$ cat config.mk
export PLATFORM = sky130hd
export DESIGN_NAME = wireless_cmd_tx
export DESIGN_NICKNAME = d
export VERILOG_FILES = /design/src/rtl/wireless_pkg.sv /design/src/rtl/wireless_cmd_tx_uart.sv /design/src/rtl/wireless_cmd_tx.sv
export SDC_FILE = /design/constraint.sdc
export NUM_CORES = 1
export LEC_CHECK = 0
export CAP_MARGIN = 25
export CORE_AREA = 5 5 178 163
export DETAILED_ROUTE_END_ITERATION = 7
export DIE_AREA = 0 0 183 168
export PLACE_DENSITY = 0.73
export SYNTH_ARGS = -nofsm -noshare
export SYNTH_HDL_FRONTEND = slang
export SYNTH_SLANG_ARGS = --single-unit
$ cat constraint.sdc
create_clock -name clk -period 4.2 [get_ports clk]
set_input_delay 0.84 -clock clk [delete_from_list [all_inputs] [get_ports clk]]
set_output_delay 0.84 -clock clk [all_outputs]
set_load 0.01 [all_outputs]
$ cat src/rtl/wireless_pkg.sv
// Types and constants shared by the wireless command transmitter and the sensor receiver.
// Payload capacity in cmd_t is a fixed upper bound; instances use MAX_LEN <= CMD_MAX_LEN.
package wireless_pkg;

  localparam logic [7:0] FRAME_HEADER = 8'hA5;
  localparam int         CMD_MAX_LEN  = 32;

  typedef enum logic [2:0] {
    ST_IDLE,
    ST_SET_SETUP,
    ST_SHIFT,
    ST_SET_HOLD,
    ST_DONE
  } tx_state_t;

  typedef struct packed {
    logic                     at_mode;
    logic [7:0]               opcode;
    logic [7:0]               len;
    logic [8*CMD_MAX_LEN-1:0] payload;
  } cmd_t;

endpackage

$ cat src/rtl/wireless_cmd_tx_uart.sv
// 8N1 byte serialiser: start bit on tx the cycle after start&&ready, each bit DIV cycles.
// ready is also high in the last stop-bit cycle so a queued byte follows with no idle gap.
module uart_tx_byte #(
  parameter int DIV = 10
) (
  input  logic       clk,
  input  logic       rst,
  input  logic       start,
  input  logic [7:0] data,
  output logic       ready,
  output logic       tx
);

  localparam int             CW       = (DIV > 1) ? $clog2(DIV) : 1;
  localparam logic [CW-1:0]  CYC_LAST = CW'(DIV - 1);
  localparam logic [3:0]     BIT_STOP = 4'd9;

  logic          active_q, active_d;
  logic [3:0]    bit_q, bit_d;
  logic [CW-1:0] cyc_q, cyc_d;
  logic [8:0]    sh_q, sh_d;
  logic          tx_q, tx_d;
  logic          last_cyc;

  always_comb begin
    active_d = active_q;
    bit_d    = bit_q;
    cyc_d    = cyc_q;
    sh_d     = sh_q;
    tx_d     = tx_q;
    last_cyc = (cyc_q == CYC_LAST);
    ready    = !active_q || (last_cyc && (bit_q == BIT_STOP));

    if (active_q) begin
      if (last_cyc) begin
        cyc_d = '0;
        if (bit_q == BIT_STOP) begin
          active_d = 1'b0;
          tx_d     = 1'b1;
        end else begin
          // sh_q[8] is the stop bit, so it reaches tx after the eight data bits
          bit_d = bit_q + 4'd1;
          tx_d  = sh_q[0];
          sh_d  = {1'b1, sh_q[8:1]};
        end
      end else begin
        cyc_d = cyc_q + 1'b1;
      end
    end

    if (start && ready) begin
      active_d = 1'b1;
      bit_d    = '0;
      cyc_d    = '0;
      tx_d     = 1'b0;
      sh_d     = {1'b1, data};
    end
  end

  always_ff @(posedge clk) begin
    if (rst) begin
      active_q <= 1'b0;
      bit_q    <= '0;
      cyc_q    <= '0;
      sh_q     <= '1;
      tx_q     <= 1'b1;
    end else begin
      active_q <= active_d;
      bit_q    <= bit_d;
      cyc_q    <= cyc_d;
      sh_q     <= sh_d;
      tx_q     <= tx_d;
    end
  end

  assign tx = tx_q;

endmodule

$ cat src/rtl/wireless_cmd_tx.sv
// Command transmitter: framed (A5,op,len,payload,csum) or raw AT bytes with wireless_set low.
// First output the cycle after acceptance; cmd_ready low while busy, high again in the done cycle.
module wireless_cmd_tx
  import wireless_pkg::*;
#(
  parameter int CLK_FREQ         = 100_000_000,
  parameter int BAUD             = 9600,
  parameter int MAX_LEN          = 16,
  parameter int SET_SETUP_CYCLES = 4_000_000,
  parameter int SET_HOLD_CYCLES  = 8_000_000
) (
  input  logic                         clk,
  input  logic                         rst,
  input  logic                         cmd_valid,
  output logic                         cmd_ready,
  input  logic                         cmd_at_mode,
  input  logic [7:0]                   cmd_opcode,
  input  logic [$clog2(MAX_LEN+1)-1:0] cmd_len,
  input  logic [8*MAX_LEN-1:0]         cmd_payload,
  output logic                         busy,
  output logic                         done,
  output logic                         wireless_rx,
  output logic                         wireless_set
);

  localparam int DIV  = CLK_FREQ / BAUD;
  localparam int LW   = $clog2(MAX_LEN + 1);
  localparam int TMAX = (SET_SETUP_CYCLES > SET_HOLD_CYCLES) ? SET_SETUP_CYCLES : SET_HOLD_CYCLES;
  localparam int TW   = $clog2(TMAX + 1);
  localparam int PBW  = $clog2(8 * CMD_MAX_LEN);

  localparam logic [LW-1:0] LEN_MAX    = LW'(MAX_LEN);
  localparam logic [TW-1:0] SETUP_LAST = TW'(SET_SETUP_CYCLES - 1);
  localparam logic [TW-1:0] HOLD_LAST  = TW'(SET_HOLD_CYCLES - 1);

  tx_state_t     state_q, state_d;
  cmd_t          cmd_q, cmd_d;
  logic [7:0]    idx_q, idx_d;
  logic [7:0]    csum_q, csum_d;
  logic [TW-1:0] tmr_q, tmr_d;
  logic          busy_q, busy_d;
  logic          done_q, done_d;
  logic          ready_q, ready_d;
  logic          set_q, set_d;

  logic           accept;
  logic [LW-1:0]  len_clamped;
  logic [7:0]     total_bytes;
  logic [7:0]     pay_idx;
  logic [PBW-1:0] pay_bit;
  logic [7:0]     pay_byte;
  logic [7:0]     cur_byte;
  logic           tx_start;
  logic [7:0]     tx_byte;
  logic           tx_ready;

  // Byte at position idx_q of the current sequence.
  always_comb begin
    pay_idx  = cmd_q.at_mode ? idx_q : (idx_q - 8'd3);
    pay_bit  = PBW'({pay_idx, 3'b000});
    pay_byte = cmd_q.payload[pay_bit +: 8];
    if (cmd_q.at_mode)                       cur_byte = pay_byte;
    else if (idx_q == 8'd0)                  cur_byte = FRAME_HEADER;
    else if (idx_q == 8'd1)                  cur_byte = cmd_q.opcode;
    else if (idx_q == 8'd2)                  cur_byte = cmd_q.len;
    else if (idx_q == cmd_q.len + 8'd3)      cur_byte = csum_q;
    else                                     cur_byte = pay_byte;
  end

  always_comb begin
    state_d     = state_q;
    cmd_d       = cmd_q;
    idx_d       = idx_q;
    csum_d      = csum_q;
    tmr_d       = tmr_q + 1'b1;
    tx_start    = 1'b0;
    tx_byte     = cur_byte;
    accept      = cmd_valid && ready_q;
    len_clamped = (cmd_len > LEN_MAX) ? LEN_MAX : cmd_len;
    total_bytes = cmd_q.at_mode ? cmd_q.len : (cmd_q.len + 8'd4);

    case (state_q)
      ST_IDLE, ST_DONE: begin
        state_d = ST_IDLE;
        if (accept) begin
          cmd_d.at_mode = cmd_at_mode;
          cmd_d.opcode  = cmd_opcode;
          cmd_d.len     = 8'(len_clamped);
          cmd_d.payload = (8*CMD_MAX_LEN)'(cmd_payload);
          csum_d        = '0;
          tmr_d         = '0;
          if (cmd_at_mode) begin
            idx_d   = '0;
            state_d = ST_SET_SETUP;
          end else begin
            tx_start = 1'b1;
            tx_byte  = FRAME_HEADER;
            idx_d    = 8'd1;
            state_d  = ST_SHIFT;
          end
        end
      end
      ST_SET_SETUP: begin
        if (tmr_q == SETUP_LAST) begin
          tmr_d = '0;
          if (cmd_q.len != 8'd0) begin
            tx_start = 1'b1;
            idx_d    = idx_q + 8'd1;
            state_d  = ST_SHIFT;
          end else begin
            state_d = ST_SET_HOLD;
          end
        end
      end
      ST_SHIFT: begin
        // tx_ready here means the last stop-bit cycle: chain the next byte or leave
        if (tx_ready) begin
          if (idx_q < total_bytes) begin
            tx_start = 1'b1;
            idx_d    = idx_q + 8'd1;
            if (!cmd_q.at_mode) csum_d = csum_q + cur_byte;
          end else begin
            tmr_d   = '0;
            state_d = cmd_q.at_mode ? ST_SET_HOLD : ST_DONE;
          end
        end
      end
      ST_SET_HOLD: begin
        if (tmr_q == HOLD_LAST) state_d = ST_DONE;
      end
      default: state_d = ST_IDLE;
    endcase

    busy_d  = (state_d == ST_SET_SETUP) || (state_d == ST_SHIFT) || (state_d == ST_SET_HOLD);
    ready_d = !busy_d;
    done_d  = (state_d == ST_DONE);
    set_d   = !(busy_d && cmd_d.at_mode);
  end

  always_ff @(posedge clk) begin
    if (rst) begin
      state_q <= ST_IDLE;
      cmd_q   <= '0;
      idx_q   <= '0;
      csum_q  <= '0;
      tmr_q   <= '0;
      busy_q  <= 1'b0;
      done_q  <= 1'b0;
      ready_q <= 1'b1;
      set_q   <= 1'b1;
    end else begin
      state_q <= state_d;
      cmd_q   <= cmd_d;
      idx_q   <= idx_d;
      csum_q  <= csum_d;
      tmr_q   <= tmr_d;
      busy_q  <= busy_d;
      done_q  <= done_d;
      ready_q <= ready_d;
      set_q   <= set_d;
    end
  end

  uart_tx_byte #(.DIV(DIV)) u_uart (
    .clk   (clk),
    .rst   (rst),
    .start (tx_start),
    .data  (tx_byte),
    .ready (tx_ready),
    .tx    (wireless_rx)
  );

  assign cmd_ready    = ready_q;
  assign busy         = busy_q;
  assign done         = done_q;
  assign wireless_set = set_q;

endmodule

; ---- Word level (Yosys, flattened, before mapping)
; Index checks and enable logic that the tools add are counted.
[totals]
output_inout_bits = 5
latchBits = 0
input_bits = 145
mem_bits_rw = 0
wordCells = 135
mem_count = 0
rom_bits = 0
ff_bits = 216
[op_classes]
div = 0
addsub = 8
n_mux = 59
n_eq_ne = 22
n_mul = 0
magnitude_cmp = 2
shifts = 1
bitwise = 1
n_reduce_logical = 25
[op_table]
columns = operator, n
row1 = 2-to-1 mux 273 bit, 2
row2 = indexed part select 256 x 9 -> 8 bit, 1
row3 = 2-to-1 mux 8 bit, 21
row4 = 2-to-1 mux 23 bit, 4
row5 = one-hot mux 23 bit (3 select lines), 1
row6 = one-hot mux 8 bit (3 select lines), 1
row7 = adder 23 x 1 -> 23 bit (second input constant), 1
row8 = equality test 23 x 22 -> 1 bit (second input constant), 1
row9 = equality test 23 bit (second input constant), 1
row10 = 2-to-1 mux 1 bit, 16
row11 = one-hot mux 8 bit (2 select lines), 1
row12 = 2-to-1 mux 3 bit, 5
row13 = adder 14 x 1 -> 14 bit (second input constant), 1
row14 = equality test 14 bit (second input constant), 1
row15 = 2-to-1 mux 14 bit, 1
row16 = != test 2 bit (second input constant), 7
row17 = equality test 3 x 2 -> 1 bit (second input constant), 4
row18 = one-hot mux 3 bit (4 select lines), 1
row19 = 2-to-1 mux 5 bit, 2
row20 = adder 8 x 1 -> 8 bit (second input constant), 1
row21 = adder 8 bit, 1
row22 = equality test 8 x 1 -> 1 bit (second input constant), 1
row23 = equality test 8 x 2 -> 1 bit (second input constant), 1
row24 = equality test 8 x 6 -> 1 bit, 1
row25 = other kinds (26), 41

; ---- Logic depth before layout (Yosys ltp)
; Gate-level depths: netlist (run 1).
[depth]
depth_word = 13
depth_mapped = 25
mapped_depth_nobuf = 20

; ---- Modules after synthesis
; A second synthesis (run 1) with hierarchy kept.
[hier_totals]
cells_unflattened = 1305
area_unflattened_um2 = 10380.0
[modules_own_cells]
columns = module, cells_per_inst, n_inst, seq_area_each_um2, area_each_um2
row1 = wireless_cmd_tx, 1157, 1, 3763.6, 9091.2
row2 = uart_tx_byte, 148, 1, 560.5, 1288.7

; ---- Worst setup path before layout (run 1)
; No wires, ideal clock.
[synth_path]
kind = reg2reg
startpoint = register idx_q[1]
endpoint = register csum_q[7]
t_required_ns = 4.126
stages_incl_launch_ff = 23
setup_ns = 0.074
period_less_slack_ns = 4.603
arrival_time_ns = 4.528
setup_slack_ns = -0.403
n_path_buf = 3
path_cell_list = dfxtp_1 > buf_2 > buf_2 > inv_1 > ha_1 > or3b_1 > and2_1 > buf_2 > o221a_1 > a21oi_1 > a32oi_1 > a221o_1 > nand2b_1 > o21ai_0 > ha_1 > a21oi_1 > o21ai_0 > a21oi_1 > o21bai_1 > a21oi_1 > nor3_1 > or4b_1 > a31oi_1
[synth_between]
elab_chain_cells = 13
word_cells_on_any_way = 20
cone_classes = 2 x add/sub / 1 x order compare / 4 x eq/ne / 1 x shift / 10 x mux / 2 x reduce/logical
[synth_lines]
columns = item, line
row1 = from (decl), wireless_cmd_tx.sv:38  ; logic [7:0] idx_q, idx_d;
row2 = from (signal assigned), wireless_cmd_tx.sv:154  ; idx_q <= idx_d;
row3 = subtractor 5 x 2 -> 5 bit, wireless_cmd_tx.sv:59  ; pay_idx = cmd_q.at_mode ? idx_q : (idx_q - 8'd3);
row4 = 2-to-1 mux 5 bit, wireless_cmd_tx.sv:59
row5 = indexed part select 256 x 9 -> 8 bit, wireless_cmd_tx.sv:61  ; pay_byte = cmd_q.payload[pay_bit +: 8];
row6 = 2-to-1 mux 8 bit, wireless_cmd_tx.sv:66  ; else if (idx_q == cmd_q.len + 8'd3) cur_byte = csum_q;
row7 = 2-to-1 mux 8 bit, wireless_cmd_tx.sv:65  ; else if (idx_q == 8'd2) cur_byte = cmd_q.len;
row8 = 2-to-1 mux 8 bit, wireless_cmd_tx.sv:64  ; else if (idx_q == 8'd1) cur_byte = cmd_q.opcode;
row9 = 2-to-1 mux 8 bit, wireless_cmd_tx.sv:63  ; else if (idx_q == 8'd0) cur_byte = FRAME_HEADER;
row10 = 2-to-1 mux 8 bit, wireless_cmd_tx.sv:62  ; if (cmd_q.at_mode) cur_byte = pay_byte;
row11 = adder 8 bit, wireless_cmd_tx.sv:121  ; if (!cmd_q.at_mode) csum_d = csum_q + cur_byte;
row12 = 2-to-1 mux 8 bit, wireless_cmd_tx.sv:121
row13 = 2-to-1 mux 8 bit, wireless_cmd_tx.sv:118  ; if (idx_q < total_bytes) begin
row14 = 2-to-1 mux 8 bit, wireless_cmd_tx.sv:117  ; if (tx_ready) begin
row15 = one-hot mux 8 bit (2 select lines), wireless_cmd_tx.sv:82  ; case (state_q)
row16 = to (signal assigned), wireless_cmd_tx.sv:155  ; csum_q <= csum_d;
row17 = to (decl), wireless_cmd_tx.sv:39  ; logic [7:0] csum_q, csum_d;
; Several ways; a longest one is shown, not always the timed one. The select of a mux whose other input is x is not followed.
; A chain may end at the register's enable or synchronous reset.

; ---- Worst setup path after layout (run 1)
[layout_path]
startpoint = register idx_q[0]
endpoint = register csum_q[7]
; Same word-level chain as after synthesis.

==> load_flow_metrics.sql, run 1 <==
INSERT INTO impl_metrics (metric_group, metric, value, unit) VALUES
('run_status', 'status', 'complete, no violations', ''),
('run', 'number_of_violations_of_the_max_capacitance_limit', '0', ''),
('die', 'floorplan.die_area', '30740', 'um2'),
('global_route', 'grt_pass1_vias', '9644', ''),
('worst_hold_path', 'holdCritStartpoint', 'tmr_q[0]', ''),
('layout', 'register_area', '4329', 'um2'),
('clock_network', 'cts_inserted_buffers', '23', ''),
('critical_path', 'timing.rr.start', 'idx_q[0]', ''),
('sta', 'finalHoldViolations', '0', ''),
('die', 'top_level_ports', '150', ''),
('global_route', 'grt_first_pass_wirelength', '51050', 'um'),
('synthesis', 'synth_nets', '1480', ''),
('sta', 'fmax', '0.2427', 'GHz'),
('layout', 'multi_input_combinational_cell_area', '5959', 'um2'),
('layout', 'layout-drive-gt1-share', '9.726', '%'),
('worst_hold_path', 'hold_depth', '1', ''),
('layout', 'area_delta_synth_final', '26.38', '%'),
('clock_network', 'deepest_clock_path_buffer_count', '3', ''),
('detailed_routing', 'remaining_drc_errors', '0', ''),
('synthesis', 'async_reset_ff_share', '0', '%'),
('placed_design', 'routabilityCongestion', '0.9504', ''),
('pwr', 'power-per-cell-area', '594.6', 'nW/um2'),
('layout', 'finalNonFillerCells', '1814', ''),
('placed_design', 'io_buffers', '149', ''),
('detailed_routing', 'avgViaCountPerCell', '5.423', ''),
('layout', 'antennaDiodeCount', '0', ''),
('worst_hold_path', 'hold_class', 'reg2reg', ''),
('detailed_routing', 'number_of_routed_nets_with_antenna_violations', '0', ''),
('sta', 'post-route-period-util', '98.09', '%'),
('detailed_routing', 'vias', '9837', ''),
('pwr', 'p_total', '0.007980', 'W'),
('sta', 'post-route-min-period', '4.120', 'ns'),
('clock_network', 'worst_skew_pair.late_latency', '0.52', 'ns'),
('die', 'die_h', '168', 'um'),
('critical_path', 'critical_path_data_required_time', '4.64', 'ns'),
('synthesis', 'postSynthAreaPerCell', '8.112', 'um2'),
('synthesis', 'synthesis.yosys.warnings', '0', ''),
('die', 'floorplan.die.width', '183', 'um'),
('global_route', 'grt_max_degree', '143', ''),
('sta', 'grt_setup_unrepaired', 'true', ''),
('critical_path', 'crit_path_start_kind', 'register', ''),
('clock_network', 'clock_sinks', '216', ''),
('critical_path', 'regToRegSetupSlack', '0.08', 'ns'),
('synthesis', 'yosys.cell_types.count', '87', ''),
('detailed_routing', 'first_iter_violations', '870', ''),
('die', 'core-area', '26740', 'um2'),
('placed_design', 'dp.cells', '1773', ''),
('detailed_routing', 'wl_per_cell', '17.56', 'um'),
('critical_path', 'rr_worst_depth', '19', ''),
('global_route', 'global_route.usage.total', '19.98', '%'),
('sta', 'skew', '0.01096', 'ns'),
('pwr', 'worst_ir_drop_vdd', '0.3403', 'mV'),
('sta', 'final.hold.worst_slack', '0.4441', 'ns'),
('detailed_routing', 'drtPass1Iterations', '6', ''),
('worst_hold_path', 'holdPathEnd', 'tmr_q[0]', ''),
('global_route', 'overflow_left_after_global_routing', '0', ''),
('sta', 'total_negative_setup_slacks', '0', 'ns'),
('synthesis', 'synth-edff-count', '0', ''),
('synthesis', 'post_synth_inst_count', '1309', ''),
('layout', 'fillerInstances', '2567', ''),
('critical_path', 'crit_path_max_fanout', '7', ''),
('pwr', 'power.static_leakage', '4.891', 'nW'),
('critical_path', 'critical_path.startpoint', 'idx_q[0]', ''),
('global_route', 'antenna_found_initial', '0', ''),
('critical_path', 'setup.worst_path.end_class', 'register', ''),
('clock_network', 'ctsRootBufferMaster', 'clkbuf_16', ''),
('layout', 'layout.cells.most_common_list', 'nand2_1, dfxtp_1, a21oi_1', ''),
('synthesis', 'ys.flop_type', 'dfxtp_1', ''),
('die', 'std_cell_rows', '57', ''),
('synthesis', 'synth_seq_cells', '216', ''),
('synthesis', 'synth-seq-area-share', '40.72', '%');
[per-stage QoR]
stage,setup WS (ns),area [um2]
6_report,0.08026,13420
5_1_grt,-0.1989,13420
4_1_cts,0.03305,13360
3_5_place_dp,-0.04434,12630
3_3_place_gp,0.03173,12630
2_1_floorplan,0.003338,10670
[layer usage]
metal	wire (um)	GRT usage, %
met1	14150	27.05
met2	14900	33.49
met3	1815	3.172
met4	980	4.890
met5	0	0
[critical path, stage by stage, from the launching register on]
cell and delay, ns:
dfxtp_4 0.36, clkinvlp_4 0.10, ha_4 0.27, or2_2 0.30, mux2_4 0.34, o22ai_1 0.18
or3_1 0.15, a32oi_2 0.14, a221o_1 0.36, nand2b_1 0.11, o21ai_2 0.06, ha_1 0.28
a21oi_2 0.17, o21ai_2 0.07, a21oi_2 0.15, o21bai_1 0.09, a21oi_2 0.18, nor3_2 0.06
or4b_1 0.51, a31oi_1 0.16
[cell type report]
cell class              count  area share (%)
clock buffers              31           4.662
clock inverters             7          0.5221
inverters                  24          0.6992
multi-input cells         986           44.41
flip-flops and latches    216           32.26
well taps                 354           3.300
repair buffers            196           14.15
[cell families after synthesis]
family                     synth area share [%]
AOI/OAI and AO/OA                         18.64
muxes                                     5.208
buffers and inverters                     4.053
adders and majority gates                 3.134
DFF                                       40.72
xor gates and xnor gates                  5.102
and+or+nand+nor                           23.14
[repair_timing]
action,in CTS,in global routing
hold buffers,0,0
resized for setup,7,19
pin swaps,2,12
buffers inserted,1,2
endpoints found under the setup margin,1,2
[where the power goes]
| part | switching [W] | total [W] | internal, W |
|---|---|---|---|
| clock | 0.000824 | 0.00193 | 0.00110 |
| combinational | 0.00194 | 0.00334 | 0.00140 |
| sequential | 0.000303 | 0.00271 | 0.00241 |
| total | 0.00307 | 0.00798 | 0.00491 |
[sequential cells by signal (all words and copies together) (netlist names)]
register	count
u_uart.bit_q	4
busy	1
idx_q	8
tmr_q	23
wireless_set	1
csum_q	8
u_uart.cyc_q	14
state_q	3
cmd_ready	1
u_uart.sh_q	8
cmd_q	142
u_uart.tx	1
u_uart.active_q	1
done	1
[worst max path at each step]
stage,end,slack [ns],cells past startpoint
floorplan,csum_q[7],0.003,21
global placement,csum_q[7],0.03,18
detailed placement,csum_q[7],-0.04,18
CTS,csum_q[7],0.03,18
global route,csum_q[7],-0.20,19
finish,csum_q[7],0.08,19
[cells in the mapped netlist (5+ instances only)]
library cell	n	area share [%]
nand2_1	330	12
dfxtp_1	216	41
a21oi_1	174	8.2
nor2_1	74	2.6
clkbuf_1	63	2.2
o22ai_1	41	2.4
xor2_1	34	2.8
ha_1	25	2.9
nor3_1	25	1.2
inv_1	24	0.85
xnor2_1	21	1.7
mux2i_1	20	1.9
nand3_1	19	0.90
o21ai_0	17	0.80
and3_1	14	0.82
mux4_2	12	2.5
buf_2	11	0.52
nand4_1	11	0.65
nand3b_1	10	0.71
nand2b_1	9	0.53
o221ai_1	9	0.74
or3_1	9	0.53
a31oi_1	8	0.47
a211o_1	7	0.58
a22oi_1	7	0.49
o21a_1	7	0.49
buf_1	6	0.21
or2_2	6	0.35
and2_1	5	0.29
and4_1	5	0.41
Power figures use the tool's default switching activity.
==> run 2: changes to the inputs <==
- PLACE_DENSITY: 0.73 -> default
- clock period: 4.2 -> 5.05 ns (I/O delays scaled with it)
==> load_flow_metrics.sql, run 2 (synthesis gave the netlist of run 1 again) <==
INSERT INTO impl_metrics (metric_group, metric, value, unit) VALUES
('sta', 'max-slew-margin-rel', '41.11', '%'),
('detailed_routing', 'detailroute.wirelength.met3', '1763', 'um'),
('die', 'floorplan.die.width', '183', 'um'),
('critical_path', 'rr_worst_depth', '19', ''),
('sta', 'grt_setup_unrepaired', 'false', ''),
('pwr', 'power.static_leakage', '4.780', 'nW'),
('critical_path', 'crit_path_max_fanout', '21', ''),
('placed_design', 'io_buffers', '149', ''),
('clock_network', 'worst_skew_pair.late_latency', '0.52', 'ns'),
('run', 'number_of_violations_of_the_max_capacitance_limit', '0', ''),
('global_route', 'grt_max_degree', '87', ''),
('layout', 'final_core_utilization', '49.45', '%'),
('critical_path', 'setup.worst_path.class', 'reg2reg', ''),
('placed_design', 'routabilityCongestion', '0.9259', ''),
('critical_path', 'crit-reg2reg-capture', 'csum_q[7]', ''),
('pwr', 'power-per-cell-area', '496.4', 'nW/um2'),
('critical_path', 'endpoint_arrival_time_on_the_critical_path', '5.11', 'ns'),
('worst_hold_path', 'holdCritStartpoint', 'tmr_q[0]', ''),
('critical_path', 'timing.rr.start', 'idx_q[1]', ''),
('clock_network', 'ctsRootBufferMaster', 'clkbuf_16', ''),
('detailed_routing', 'avgViaCountPerCell', '5.420', ''),
('global_route', 'grt_first_pass_wirelength', '50030', 'um'),
('sta', 'worst_slack', '0.3762', 'ns'),
('layout', 'fillerInstances', '2639', ''),
('critical_path', 'critical_path_data_required_time', '5.48', 'ns'),
('detailed_routing', 'vias', '9707', ''),
('sta', 'final.hold.worst_slack', '0.4486', 'ns'),
('layout', 'top_regs', 'cmd_q (142), tmr_q (23), u_uart.cyc_q (14)', ''),
('layout', 'registers.top_by_ff_count', 'cmd_q', ''),
('detailed_routing', 'wl_per_cell', '17.74', 'um'),
('global_route', 'antenna_found_initial', '0', ''),
('worst_hold_path', 'hold_class', 'reg2reg', ''),
('layout', 'register_area', '4324', 'um2'),
('global_route', 'global_route.usage.total', '19.87', '%'),
('detailed_routing', 'remaining_drc_errors', '0', ''),
('clock_network', 'clock_sinks', '216', ''),
('detailed_routing', 'wl_on_met1', '14480', 'um'),
('worst_hold_path', 'hold_depth', '1', ''),
('global_route', 'grt_pass1_vias', '9346', ''),
('worst_hold_path', 'holdPathEnd', 'tmr_q[0]', ''),
('detailed_routing', 'drt-total-wl', '31780', 'um'),
('layout', 'final_nets', '1593', ''),
('critical_path', 'regToRegSetupSlack', '0.38', 'ns'),
('sta', 'fmax', '0.2140', 'GHz'),
('clock_network', 'cts_inserted_buffers', '23', ''),
('critical_path', 'crit_path_start_kind', 'register', ''),
('layout', 'antennaDiodeCount', '0', ''),
('detailed_routing', 'dr_wl_met2', '14470', 'um'),
('layout', 'layout-drive-gt1-share', '7.168', '%'),
('global_route', 'overflow_left_after_global_routing', '0', ''),
('layout', 'mostFrequentLayoutCell', 'nand2_1', ''),
('clock_network', 'cts-htree-levels', '1', ''),
('run_status', 'status', 'complete, no violations', ''),
('sta', 'post-route-min-period', '4.674', 'ns'),
('placed_design', 'dp.cells', '1751', ''),
('sta', 'tightestPinTransition', '0.8786', 'ns'),
('detailed_routing', 'drtPass1Iterations', '5', ''),
('sta', 'total_negative_setup_slacks', '0', 'ns'),
('die', 'die_h', '168', 'um'),
('clock_network', 'deepest_clock_path_buffer_count', '3', ''),
('sta', 'finalHoldViolations', '0', ''),
('detailed_routing', 'number_of_routed_nets_with_antenna_violations', '0', ''),
('placed_design', 'detailedPlacementHpwl', '23430', 'um'),
('detailed_routing', 'first_iter_violations', '898', ''),
('layout', 'finalNonFillerCells', '1791', ''),
('clock_network', 'cts_repair_resize_count', '0', ''),
('pwr', 'worst_ir_drop_vdd', '0.2508', 'mV'),
('die', 'std_cell_rows', '57', ''),
('clock_network', 'tritoncts_clock_tree', 'built', ''),
('placed_design', 'pre_cts_ws', '0.4339', 'ns'),
('sta', 'post-route-period-util', '92.55', '%'),
('layout', 'layout.cells.most_common_list', 'nand2_1, dfxtp_1, a21oi_1', ''),
('die', 'top_level_ports', '150', ''),
('layout', 'area_delta_synth_final', '24.53', '%'),
('die', 'initial_core_util', '39.71', '%'),
('critical_path', 'setup.worst_path.end_class', 'register', ''),
('sta', 'skew', '0.01760', 'ns'),
('layout', 'multi_input_combinational_cell_area', '5886', 'um2'),
('layout', 'flip_flop_count_of_the_largest_register_after_layout', '142', ''),
('clock_network', 'clkTransAtPathRegs', '0.06', 'ns'),
('die', 'floorplan.die_area', '30740', 'um2'),
('sta', 'setup_viol_count_final', '0', ''),
('die', 'core-area', '26740', 'um2'),
('detailed_routing', 'top_layer', 'met4', ''),
('clock_network', 'postCtsSetupRepairBufs', '0', ''),
('sta', 'timing_max_transition_violations_final', '0', ''),
('clock_network', 'ctsHoldBuffers', '0', '');
-- run 2: changes by cell type in the layout (fill, tap and decap cells not counted), moves of 3 or more --
cell	change
o311ai_0	+4
o21ai_0	+3
a21oi_2	-4
clkbuf_8	+7
o311ai_1	-4
a21oi_1	+4
buf_4	-23
clkbuf_1	-3
-- run 2: layout make-up --
type | count | share of cell area [%]
Multi-Input combinational cell | 986 | 44.51
Clock buffer | 35 | 5.374
Clock inverter | 5 | 0.5961
Timing Repair Buffer | 171 | 12.79
Inverter | 24 | 0.6812
Sequential cell | 216 | 32.70
Tap cell | 354 | 3.349
-- run 2: how the worst max path moves through the flow --
stage,start,to,slack [ns],cells after the start
global placement,idx_q[1],csum_q[7],0.54,18
global route,idx_q[0],csum_q[7],0.005,19
detailed placement,idx_q[1],csum_q[7],0.43,18
floorplan,idx_q[1],csum_q[7],0.45,22
CTS,idx_q[1],csum_q[7],0.39,18
finish,idx_q[1],csum_q[7],0.38,19
-- run 2: through the flow --
| step | power, W | area (um2) |
|---|---|---|
| after CTS | 0.006594 | 13220 |
| after global routing | 0.006972 | 13220 |
| after floorplan | 0.003991 | 10620 |
| after detailed placement | 0.004821 | 12430 |
| final | 0.006565 | 13220 |
| after global placement | 0.004797 | 12430 |
-- run 2: metal layers --
metal  track usage, %  up-vias
met4            6.250        0
met1            27.60     4571
li1                 -     4791
met2            31.42      278
met5                0        -
met3            3.689       67
-- run 2: worst max-delay path: stages, from the launching register on --
cell	delay, ns
dfxtp_1	0.32
buf_4	0.33
ha_1	0.35
nor2_2	0.11
xnor2_2	0.52
o221a_1	0.29
a21oi_1	0.07
a32oi_1	0.36
a221o_1	0.23
nand2b_1	0.07
o21ai_0	0.15
ha_1	0.24
a21oi_1	0.19
o21ai_0	0.10
a21oi_1	0.21
o21bai_1	0.09
a21oi_1	0.21
nor3_1	0.10
or4b_1	0.47
a31oi_1	0.16
-- run 2: where the power goes --
group	internal, W	switching, W
Sequential	0.00200	0.000251
Clock	0.00107	0.000693
Combinational	0.00101	0.00154
